==> config.mk <==
export PLATFORM = sky130hd
export DESIGN_NAME = pong_core
export DESIGN_NICKNAME = d
export VERILOG_FILES = /design/src/rtl/pong_pkg.sv /design/src/rtl/pong_ball_step.sv /design/src/rtl/pong_core.sv
export SDC_FILE = /design/constraint.sdc
export NUM_CORES = 1
export LEC_CHECK = 0
export CAP_MARGIN = 20
export CORE_MARGIN = 10
export CORE_UTILIZATION = 55
export CTS_BUF_LIST = sky130_fd_sc_hd__clkbuf_2
export CTS_CLUSTER_SIZE = 30
export DETAILED_ROUTE_END_ITERATION = 10
export GPL_TIMING_DRIVEN = 0
export PLACE_DENSITY = 0.71
export RECOVER_POWER = 50
export SETUP_SLACK_MARGIN = 0.1
export SYNTH_ARGS = -nofsm -noshare
export SYNTH_HDL_FRONTEND = slang
export SYNTH_HIERARCHICAL = 1
export SYNTH_SLANG_ARGS = --single-unit
export TNS_END_PERCENT = 5
==> constraint.sdc <==
create_clock -name clk -period 6 [get_ports clk]
set_input_delay 1.8 -clock clk [delete_from_list [all_inputs] [get_ports clk]]
set_output_delay 1.8 -clock clk [all_outputs]
set_load 0.1 [all_outputs]
==> src/rtl/pong_pkg.sv <==
// Shared types and defaults for the Pong game engine.
// Contents: state encodings, default field/ball/paddle geometry, and the
// signed coordinate type used for position and velocity arithmetic.
package pong_pkg;

  localparam int unsigned POS_W = 12;

  // Signed type wide enough that x+dx and y+dy never wrap.
  typedef logic signed [POS_W-1:0] coord_t;

  typedef enum logic [2:0] {
    ST_IDLE  = 3'd0,
    ST_SERVE = 3'd1,
    ST_PLAY  = 3'd2,
    ST_POINT = 3'd3,
    ST_OVER  = 3'd4
  } state_t;

  localparam int unsigned DEF_H_RES        = 640;
  localparam int unsigned DEF_V_RES        = 480;
  localparam int unsigned DEF_BALL_SIZE    = 8;
  localparam int unsigned DEF_PADDLE_W     = 10;
  localparam int unsigned DEF_PADDLE_H     = 40;
  localparam int unsigned DEF_LEFT_X       = 16;
  localparam int unsigned DEF_RIGHT_X      = 614;
  localparam int unsigned DEF_INIT_SPEED   = 2;
  localparam int unsigned DEF_MAX_SPEED    = 6;
  localparam int unsigned DEF_WIN_SCORE    = 3;
  localparam int unsigned DEF_SCORE_W      = 2;
  localparam int unsigned DEF_SERVE_FRAMES = 60;

endpackage

==> src/rtl/pong_ball_step.sv <==
// One-frame ball step: candidate move, wall reflection, paddle hits.
// Inputs : x, y, dx, dy       current position/velocity
//          paddle1_y/2_y      paddle top edges
// Outputs: x_next..dy_next    position/velocity after this frame
//          hit_left/right     ball struck that paddle this frame
//          miss_left/right    candidate x crossed that outer edge (the core
//                             only scores it when no paddle was hit)
module pong_ball_step
  import pong_pkg::*;
#(
  parameter int unsigned H_RES     = DEF_H_RES,
  parameter int unsigned V_RES     = DEF_V_RES,
  parameter int unsigned BALL_SIZE = DEF_BALL_SIZE,
  parameter int unsigned PADDLE_W  = DEF_PADDLE_W,
  parameter int unsigned PADDLE_H  = DEF_PADDLE_H,
  parameter int unsigned LEFT_X    = DEF_LEFT_X,
  parameter int unsigned RIGHT_X   = DEF_RIGHT_X,
  parameter int unsigned MAX_SPEED = DEF_MAX_SPEED
) (
  input  coord_t     x,
  input  coord_t     y,
  input  coord_t     dx,
  input  coord_t     dy,
  input  logic [8:0] paddle1_y,
  input  logic [8:0] paddle2_y,
  output coord_t     x_next,
  output coord_t     y_next,
  output coord_t     dx_next,
  output coord_t     dy_next,
  output logic       hit_left,
  output logic       hit_right,
  output logic       miss_left,
  output logic       miss_right
);

  localparam coord_t C_ZERO   = '0;
  localparam coord_t C_ONE    = coord_t'(1);
  localparam coord_t C_B      = coord_t'(BALL_SIZE);
  localparam coord_t C_PH     = coord_t'(PADDLE_H);
  localparam coord_t C_MAX    = coord_t'(MAX_SPEED);
  localparam coord_t C_LIM_X  = coord_t'(H_RES - BALL_SIZE);
  localparam coord_t C_LIM_Y  = coord_t'(V_RES - BALL_SIZE);
  localparam coord_t C_LX     = coord_t'(LEFT_X);
  localparam coord_t C_L_EDGE = coord_t'(LEFT_X + PADDLE_W);
  localparam coord_t C_RX     = coord_t'(RIGHT_X);
  localparam coord_t C_R_EDGE = coord_t'(RIGHT_X + PADDLE_W);
  localparam coord_t C_R_STOP = coord_t'(RIGHT_X - BALL_SIZE);

  coord_t nx, ny, adx, ady, spd, p1, p2;

  assign p1 = {3'b000, paddle1_y};
  assign p2 = {3'b000, paddle2_y};

  // Geometry is evaluated on the candidate position, walls before paddles.
  always_comb begin
    nx  = x + dx;
    ny  = y + dy;
    adx = dx[POS_W-1] ? -dx : dx;
    ady = dy[POS_W-1] ? -dy : dy;
    spd = (adx + C_ONE > C_MAX) ? C_MAX : adx + C_ONE;

    y_next  = ny;
    dy_next = dy;
    if (ny <= C_ZERO) begin
      y_next  = C_ZERO;
      dy_next = ady;
    end else if (ny >= C_LIM_Y) begin
      y_next  = C_LIM_Y;
      dy_next = -ady;
    end

    hit_left  = dx[POS_W-1] && (nx <= C_L_EDGE) && (nx + C_B > C_LX) &&
                (ny + C_B > p1) && (ny < p1 + C_PH);
    hit_right = !dx[POS_W-1] && (dx != C_ZERO) && (nx + C_B >= C_RX) &&
                (nx < C_R_EDGE) && (ny + C_B > p2) && (ny < p2 + C_PH);

    x_next  = nx;
    dx_next = dx;
    if (hit_left) begin
      x_next  = C_L_EDGE;
      dx_next = spd;
    end else if (hit_right) begin
      x_next  = C_R_STOP;
      dx_next = -spd;
    end

    miss_left  = (nx <= C_ZERO);
    miss_right = (nx >= C_LIM_X);
  end

endmodule

==> src/rtl/pong_core.sv <==
// Pong game engine: serve timing, ball motion, scoring and win detection.
// Inputs : clk, rst (async active-high), frame_tick, start, pause,
//          paddle1_y / paddle2_y (paddle top edges)
// Outputs: ball_x, ball_y, score1, score2, state, winner, point_pulse
module pong_core
  import pong_pkg::*;
#(
  parameter int unsigned H_RES        = DEF_H_RES,
  parameter int unsigned V_RES        = DEF_V_RES,
  parameter int unsigned BALL_SIZE    = DEF_BALL_SIZE,
  parameter int unsigned PADDLE_W     = DEF_PADDLE_W,
  parameter int unsigned PADDLE_H     = DEF_PADDLE_H,
  parameter int unsigned LEFT_X       = DEF_LEFT_X,
  parameter int unsigned RIGHT_X      = DEF_RIGHT_X,
  parameter int unsigned INIT_SPEED   = DEF_INIT_SPEED,
  parameter int unsigned MAX_SPEED    = DEF_MAX_SPEED,
  parameter int unsigned WIN_SCORE    = DEF_WIN_SCORE,
  parameter int unsigned SCORE_W      = DEF_SCORE_W,
  parameter int unsigned SERVE_FRAMES = DEF_SERVE_FRAMES
) (
  input  logic               clk,
  input  logic               rst,
  input  logic               frame_tick,
  input  logic               start,
  input  logic               pause,
  input  logic [8:0]         paddle1_y,
  input  logic [8:0]         paddle2_y,
  output logic [9:0]         ball_x,
  output logic [9:0]         ball_y,
  output logic [SCORE_W-1:0] score1,
  output logic [SCORE_W-1:0] score2,
  output logic [2:0]         state,
  output logic               winner,
  output logic               point_pulse
);

  localparam int unsigned CNT_W = $clog2(SERVE_FRAMES + 1);
  localparam logic [CNT_W-1:0]   CNT_LAST = CNT_W'(SERVE_FRAMES - 1);
  localparam logic [SCORE_W-1:0] S_WIN    = SCORE_W'(WIN_SCORE);
  localparam logic [SCORE_W-1:0] S_ONE    = SCORE_W'(1);
  localparam coord_t C_CX    = coord_t'((H_RES - BALL_SIZE) / 2);
  localparam coord_t C_CY    = coord_t'((V_RES - BALL_SIZE) / 2);
  localparam coord_t C_INIT  = coord_t'(INIT_SPEED);
  localparam coord_t C_NINIT = -coord_t'(INIT_SPEED);

  state_t           st;
  coord_t           x, y, dx, dy;
  coord_t           x_n, y_n, dx_n, dy_n;
  logic [CNT_W-1:0] cnt;
  logic             serve_left;
  logic             hit_l, hit_r, edge_l, edge_r;
  logic             tick, point_r, point_l;

  assign tick    = frame_tick & ~pause;
  assign point_r = edge_l & ~hit_l & ~hit_r;   // ball left the field on the left
  assign point_l = edge_r & ~hit_l & ~hit_r;   // ball left the field on the right

  pong_ball_step #(
    .H_RES(H_RES), .V_RES(V_RES), .BALL_SIZE(BALL_SIZE),
    .PADDLE_W(PADDLE_W), .PADDLE_H(PADDLE_H),
    .LEFT_X(LEFT_X), .RIGHT_X(RIGHT_X), .MAX_SPEED(MAX_SPEED)
  ) u_step (
    .x(x), .y(y), .dx(dx), .dy(dy),
    .paddle1_y(paddle1_y), .paddle2_y(paddle2_y),
    .x_next(x_n), .y_next(y_n), .dx_next(dx_n), .dy_next(dy_n),
    .hit_left(hit_l), .hit_right(hit_r),
    .miss_left(edge_l), .miss_right(edge_r)
  );

  // Game FSM and all datapath registers.
  always_ff @(posedge clk or posedge rst) begin
    if (rst) begin
      st          <= ST_IDLE;
      x           <= C_CX;
      y           <= C_CY;
      dx          <= C_INIT;
      dy          <= C_INIT;
      cnt         <= '0;
      score1      <= '0;
      score2      <= '0;
      winner      <= 1'b0;
      point_pulse <= 1'b0;
      serve_left  <= 1'b0;
    end else begin
      point_pulse <= 1'b0;
      unique case (st)
        ST_IDLE, ST_OVER: begin
          if (start) begin
            score1     <= '0;
            score2     <= '0;
            serve_left <= 1'b0;
            x          <= C_CX;
            y          <= C_CY;
            cnt        <= '0;
            st         <= ST_SERVE;
          end
        end
        ST_SERVE: begin
          // Ball held at centre; velocity aimed at the player who conceded.
          x  <= C_CX;
          y  <= C_CY;
          dx <= serve_left ? C_NINIT : C_INIT;
          dy <= C_INIT;
          if (tick) begin
            if (cnt == CNT_LAST) begin
              cnt <= '0;
              st  <= ST_PLAY;
            end else begin
              cnt <= cnt + CNT_W'(1);
            end
          end
        end
        ST_PLAY: begin
          if (tick) begin
            if (point_r) begin
              score2      <= (score2 == S_WIN) ? score2 : score2 + S_ONE;
              serve_left  <= 1'b1;
              point_pulse <= 1'b1;
              st          <= ST_POINT;
            end else if (point_l) begin
              score1      <= (score1 == S_WIN) ? score1 : score1 + S_ONE;
              serve_left  <= 1'b0;
              point_pulse <= 1'b1;
              st          <= ST_POINT;
            end else begin
              x  <= x_n;
              y  <= y_n;
              dx <= dx_n;
              dy <= dy_n;
            end
          end
        end
        ST_POINT: begin
          if (score1 == S_WIN || score2 == S_WIN) begin
            winner <= (score2 == S_WIN);
            st     <= ST_OVER;
          end else begin
            x   <= C_CX;
            y   <= C_CY;
            cnt <= '0;
            st  <= ST_SERVE;
          end
        end
        default: st <= ST_IDLE;
      endcase
    end
  end

  assign ball_x = x[9:0];
  assign ball_y = y[9:0];
  assign state  = st;

endmodule
# Word-level counts from Yosys, hierarchy flattened
# Cells that the tools add are included.
# classes
order_cmp,13
n_reduce_logical,27
n_addsub,14
bitwise_logic,8
n_eq_ne,21
n_mux,64
# op_table
cell,count
12-bit 2-to-1 mux,28
12-bit one-hot mux with 4 select lines,2
12-bit negator,4
12-bit one-hot mux with 2 select lines,2
12-bit adder,2
"12-bit by 5-bit adder with 12-bit output, second input constant",2
"12-bit by 11-bit >= comparator with 1-bit output, second input constant",2
12-bit by 10-bit greater-than comparator with 1-bit output,2
"12-bit by 1-bit less-or-equal comparator with 1-bit output, second input constant",2
12-bit < comparator,2
6-bit 2-to-1 mux,4
"2-bit != test, second input constant",11
3-bit 2-to-1 mux,7
"9-bit by 6-bit adder with 10-bit output, second input constant",2
5-bit AND reduction,4
6-bit one-hot mux with 3 select lines,1
2-bit 2-to-1 mux,8
"12-bit by 2-bit adder with 12-bit output, second input constant",1
"12-bit by 10-bit >= comparator with 1-bit output, second input constant",1
"12-bit by 4-bit greater-than comparator with 1-bit output, second input constant",1
"12-bit by 6-bit greater-than comparator with 1-bit output, second input constant",1
"12-bit by 6-bit less-or-equal comparator with 1-bit output, second input constant",1
"12-bit by 11-bit < comparator with 1-bit output, second input constant",1
3-bit one-hot mux with 4 select lines,1
other kinds (26),55
# totals
input_bits,23
wordCells,158
out_inout_bits,29
ff_bits,64

# Depth between registers and ports, before layout
# logic_depth
depth_word,13
mapped_depth,25
depth_no_buf,23

# Cells and area by module
# The synthesis kept the hierarchy.
# by_module_without_submodules
mod,cells_each,n_inst,seq_area_each_um2,area_each_um2
pong_ball_step,636,1,0.0,4393.0
pong_core,291,1,1616.6,3133.0

# Least setup slack after synthesis
# No wires, ideal clock.
# synth_timing
path_type,reg-to-reg
startpoint,register dy[0]
endpoint,register x[0]
period_less_slack_ps,5022
required_time_ps,5935
path_stages_with_launch,26
arrival_time_ps,4957
n_path_buf,2
setup_ps,65
slack_ps,978
cell_sequence,dfrtp_1 -> ha_1 -> fa_1 -> a211oi_1 -> nor2_1 -> or2_2 -> inv_1 -> ha_1 -> and2_0 -> a21oi_1 -> a21oi_1 -> ha_1 -> nand4_1 -> a31oi_1 -> a211o_1 -> a21oi_1 -> a21oi_1 -> a21o_1 -> nand4_1 -> inv_2 -> buf_4 -> nor2_1 -> a211oi_1 -> o22ai_1 -> buf_2 -> a22o_1
# synth_via
elab_chain_len,11
word_cells_on_any_way,25
classes_between,2 x add/sub; 4 x order compare; 2 x eq/ne; 6 x mux; 6 x bitwise; 5 x reduce/logical
# synth_lines
item,line,source
start: declaration,pong_core.sv:47,"coord_t x, y, dx, dy;"
start signal: assignment,pong_core.sv:129,dy <= dy_n;
12-bit adder *,pong_ball_step.sv:57,ny = y + dy;
12-bit by 5-bit adder with 12-bit output,pong_ball_step.sv:75,(nx < C_R_EDGE) && (ny + C_B > p2) && (ny < p2 + C_PH);
12-bit by 10-bit greater-than comparator with 1-bit output,pong_ball_step.sv:75,
1-bit logical AND,pong_ball_step.sv:75,
1-bit logical AND *,pong_ball_step.sv:75,
net hit_r,pong_core.sv:51,"logic hit_l, hit_r, edge_l, edge_r;"
12-bit 2-to-1 mux,pong_ball_step.sv:82,end else if (hit_right) begin
12-bit 2-to-1 mux,pong_ball_step.sv:79,if (hit_left) begin
12-bit 2-to-1 mux,pong_core.sv:120,end else if (point_l) begin
12-bit 2-to-1 mux,pong_core.sv:115,if (point_r) begin
12-bit 2-to-1 mux,pong_core.sv:114,if (tick) begin
12-bit one-hot mux with 4 select lines,pong_core.sv:86,unique case (st)
end signal: assignment,pong_core.sv:126,x <= x_n;
end: declaration,pong_core.sv:47,
# Mark *: on every way through the listed nets, which the timed path passes. The rest lies on a longest branch. The select of a mux whose other input is x is not followed.
# A chain may end at the register's enable or synchronous reset.

# Worst setup path in the final report
# layout_timing
startpoint,register dy[0]
endpoint,register x[5]
# The elaborated chain is that of the path after synthesis.

==> results.ini <==
[detailed_routing]
first_pass_iters = 5
num_vias = 7118
wl_per_cell_um = 17.0
drt_iter0_drc = 580
drc_errors = 0
totalWireLength_um = 20000
detail-route-antenna-nets = 0
routed_via_density = 6.05

[finish]
antenna_cells = 0
multi_input_area_um2 = 5240
design_area_um2 = 8440
seq_area_um2 = 1620
fill_cells = 1235
area_growth_pct = 12.2
final_util = 0.633
drive_gt1_frac = 0.109
finalNetCount = 1089

[power]
fin_total_pwr_mw = 0.888
swShare = 0.318
internal_power_mw = 0.605
irDropWorstVdd_v = 0.000135
p_comb_frac = 0.181
seq_power_share = 0.518
p_clk_frac = 0.302
pwr_density_cell_nw_per_um2 = 105
power.leakage_nw = 3.79
p_sw_mw = 0.283

[synth]
synth_cell_type_count = 86
netlist.area_leader.share = 0.173
yosysMostFrequentCell = inv_1
synth_top_family_by_area = compound AO/OA/AOI/OAI gates
synth-seq-cells = 64
muxShareOfSynthArea = 0.0377
synth_area_leader_cell = dfrtp_1
synth-xor-area-share = 0.0582
yosysWarningCount = 6
synth_edf_count = 0
syn_area_per_cell_um2 = 8.12
yosys.area_share.simple = 0.196
ys.flop_type = dfrtp_1
async_flop_share = 1.00
synth_compound_area_frac = 0.280
synth_cells = 927
synth_commonest_cells = 84 x inv_1, 74 x a21oi_1, 68 x ha_1, 53 x nor2_1, 52 x dfrtp_1
synth-adder-area-share = 0.118
synth_area_um2 = 7530
synth_top_cells_by_area = dfrtp_1 17%, ha_1 11%, a21oi_1 4.9%, dfstp_2 4.2%, inv_1 4.2%
synth-seq-area-share = 0.215

[setup_path]
crit_type = flip-flop to flip-flop
crit_top_cell = a21oi_1
start_kind = flip-flop
end_kind = flip-flop
crit_arrival_ps = 6010
cp.buffers_inverters = 3
crit_path_max_incr_delay_ps = 520
critPathMaxFanout = 11
critPathSlowestCell = dfrtp_1
path_delay_family = simple AND/OR/NAND/NOR gates
required_ps = 6460
path_cells = ha_1 -> fa_1 -> a211oi_2 -> nor2_1 -> or2_2 -> inv_1 -> ha_1 -> and2_1 -> a21oi_1 -> a21oi_1 -> ha_1 -> nand4_1 -> a31oi_1 -> a211o_1 -> a21oi_1 -> a21oi_1 -> a21o_1 -> nand4_1 -> inv_2 -> buf_4 -> nor2_4 -> nand2_1 -> nand3_1 -> o22a_1

[sta]
post-route-period-util = 0.925
worst_slew_pin_slew_ps = 2330
rsz0062_at_grt = false
setup_tns_ps = 0
hold_viol = 0
setup_viol = 0
fin_crit_ps = 5550
max_freq_mhz = 180
skew_ps = 38.3
maxSlewHeadroom = -0.553
hold_slack_ps = 533
final_max_slew_viol_count = 43

[floorplanning]
chipWidth_um = 137
dieArea_um2 = 18800
start_util = 0.564
die_y_um = 137
core_um2 = 13300
ios = 52
num_rows = 42

[run]
maxCapViolations = 1

[placed_design]
place.gp.congestion = 0.907
io_buffer_count = 51
placed_area_um2 = 8280
place_hpwl_um = 15400

[cts]
clock_latency_ps = 540
cts_sinks = 64
root_buffer = clkbuf_2
clk_pin_slew_worst_paths_ps = 220
clockBufferDepth = 2
cts-buffers-inserted = 9
cts_tree = yes
ctsHtreeMaxLevel = 3

[run_status]
status = finished, violations left
violations = capacitance limit, slew limit

[global_routing]
grt_pass1_wl_um = 32700
antenna_found_initial = 0
grt.overflow.total = 0
grt_usage = 0.211
grt_max_degree = 43
first_global_vias = 6566

[worst_hold_path]
hold_class = flip-flop to flip-flop

[logic make-up after synthesis]
family | after synthesis
flops | 64
xor+xnor | 50
compound gates | 294
simple gates | 269
other cells | 1
fa+ha+maj | 70
buf+inv | 151
mux | 28
[metrics by stage]
| step | std cells | worst slack [ps] |
|---|---|---|
| after global routing | 1177 | 108 |
| after CTS | 1174 | 149 |
| after global placement | 1156 | -215 |
| after detailed placement | 1157 | -208 |
| after floorplan | 929 | 978 |
| final | 1177 | 449 |
[layer usage]
layer	track usage	wire length [um]	up-vias
met3	0.0381	1330	21
met2	0.330	8730	214
li1	-	-	3544
met4	0.0457	252	0
met5	0	0	-
met1	0.296	9680	3339
[layout by cell type, fill, tap and decap left out, types with 7 or more instances in the layout]
master and instances:
a22o_1 16, o2111ai_1 7, o22ai_1 9, o211ai_1 12
a21o_1 25, mux2i_1 25, o31ai_1 10, nand3_1 16
xor2_1 24, dfstp_2 12, buf_4 30, nand2_1 47
a21oi_1 73, and2_1 7, dfrtp_1 52, nor2_1 52
clkbuf_1 19, a211oi_1 9, nor3b_1 8, a31oi_1 7
or3_1 13, clkbuf_2 9, ha_1 68, clkdlybuf4s50_1 43
and3_1 10, nor2b_1 22, inv_1 84, nand4_1 7
xnor2_1 26, nand2b_1 15, o21ai_0 37, o22a_1 15
nor3_1 28, dlygate4sd3_1 8, buf_2 16, or4_1 10
a211o_1 10
[worst paths after layout]
check | startpoint | end | slack, ps | cells after the start
hold reg to reg | dy[11] | dy[11] | 530 | 2
min in group asynchronous | rst | dy[7] | 1840 | 2
setup / recovery | dy[0] | x[5] | 450 | 24
hold / removal | dy[11] | dy[11] | 530 | 2
max in group asynchronous | rst | dx[4] | 1460 | 3
setup reg to reg | dy[0] | x[5] | 450 | 24
[repair_timing]
action / 4_1_cts / 5_1_grt
endpoints found under the setup margin: 46 / 53
pin swaps: 2 / 2
hold buffers: 0 / 0
gates resized for setup: 3 / 7
setup buffers: 1 / 3
[registers in the layout, indices dropped and copies added, names as in the netlist, 2 cells and up]
name and count:
dx 12, x 12, state 3, score2 2
score1 2, y 12, cnt 6, dy 12
[area by class of cell]
type                            instances  area share
Inverter                               85      0.0378
Timing Repair Buffer                   56      0.0645
Sequential cell                        64       0.191
Buffer                                 66      0.0464
Clock inverter                          7     0.00741
Multi-Input combinational cell        714       0.621
Clock buffer                            9     0.00533
Tap cell                              176      0.0261
[worst min-delay path: cells and delay by family (launching register included)]
family	cells	cell delay (ps)
DFF	1	420
buffers and inverters	1	50
muxes	1	50
[power by group through the flow]
stage,Sequential [mW],Clock [mW],Combinational (mW)
after floorplan,0.478,0,0.0998
after global placement,0.467,0,0.159
after detailed placement,0.467,0,0.163
after CTS,0.460,0.275,0.164
after global routing,0.463,0.295,0.180
final,0.459,0.268,0.160
(Power assumes the default switching activity.)
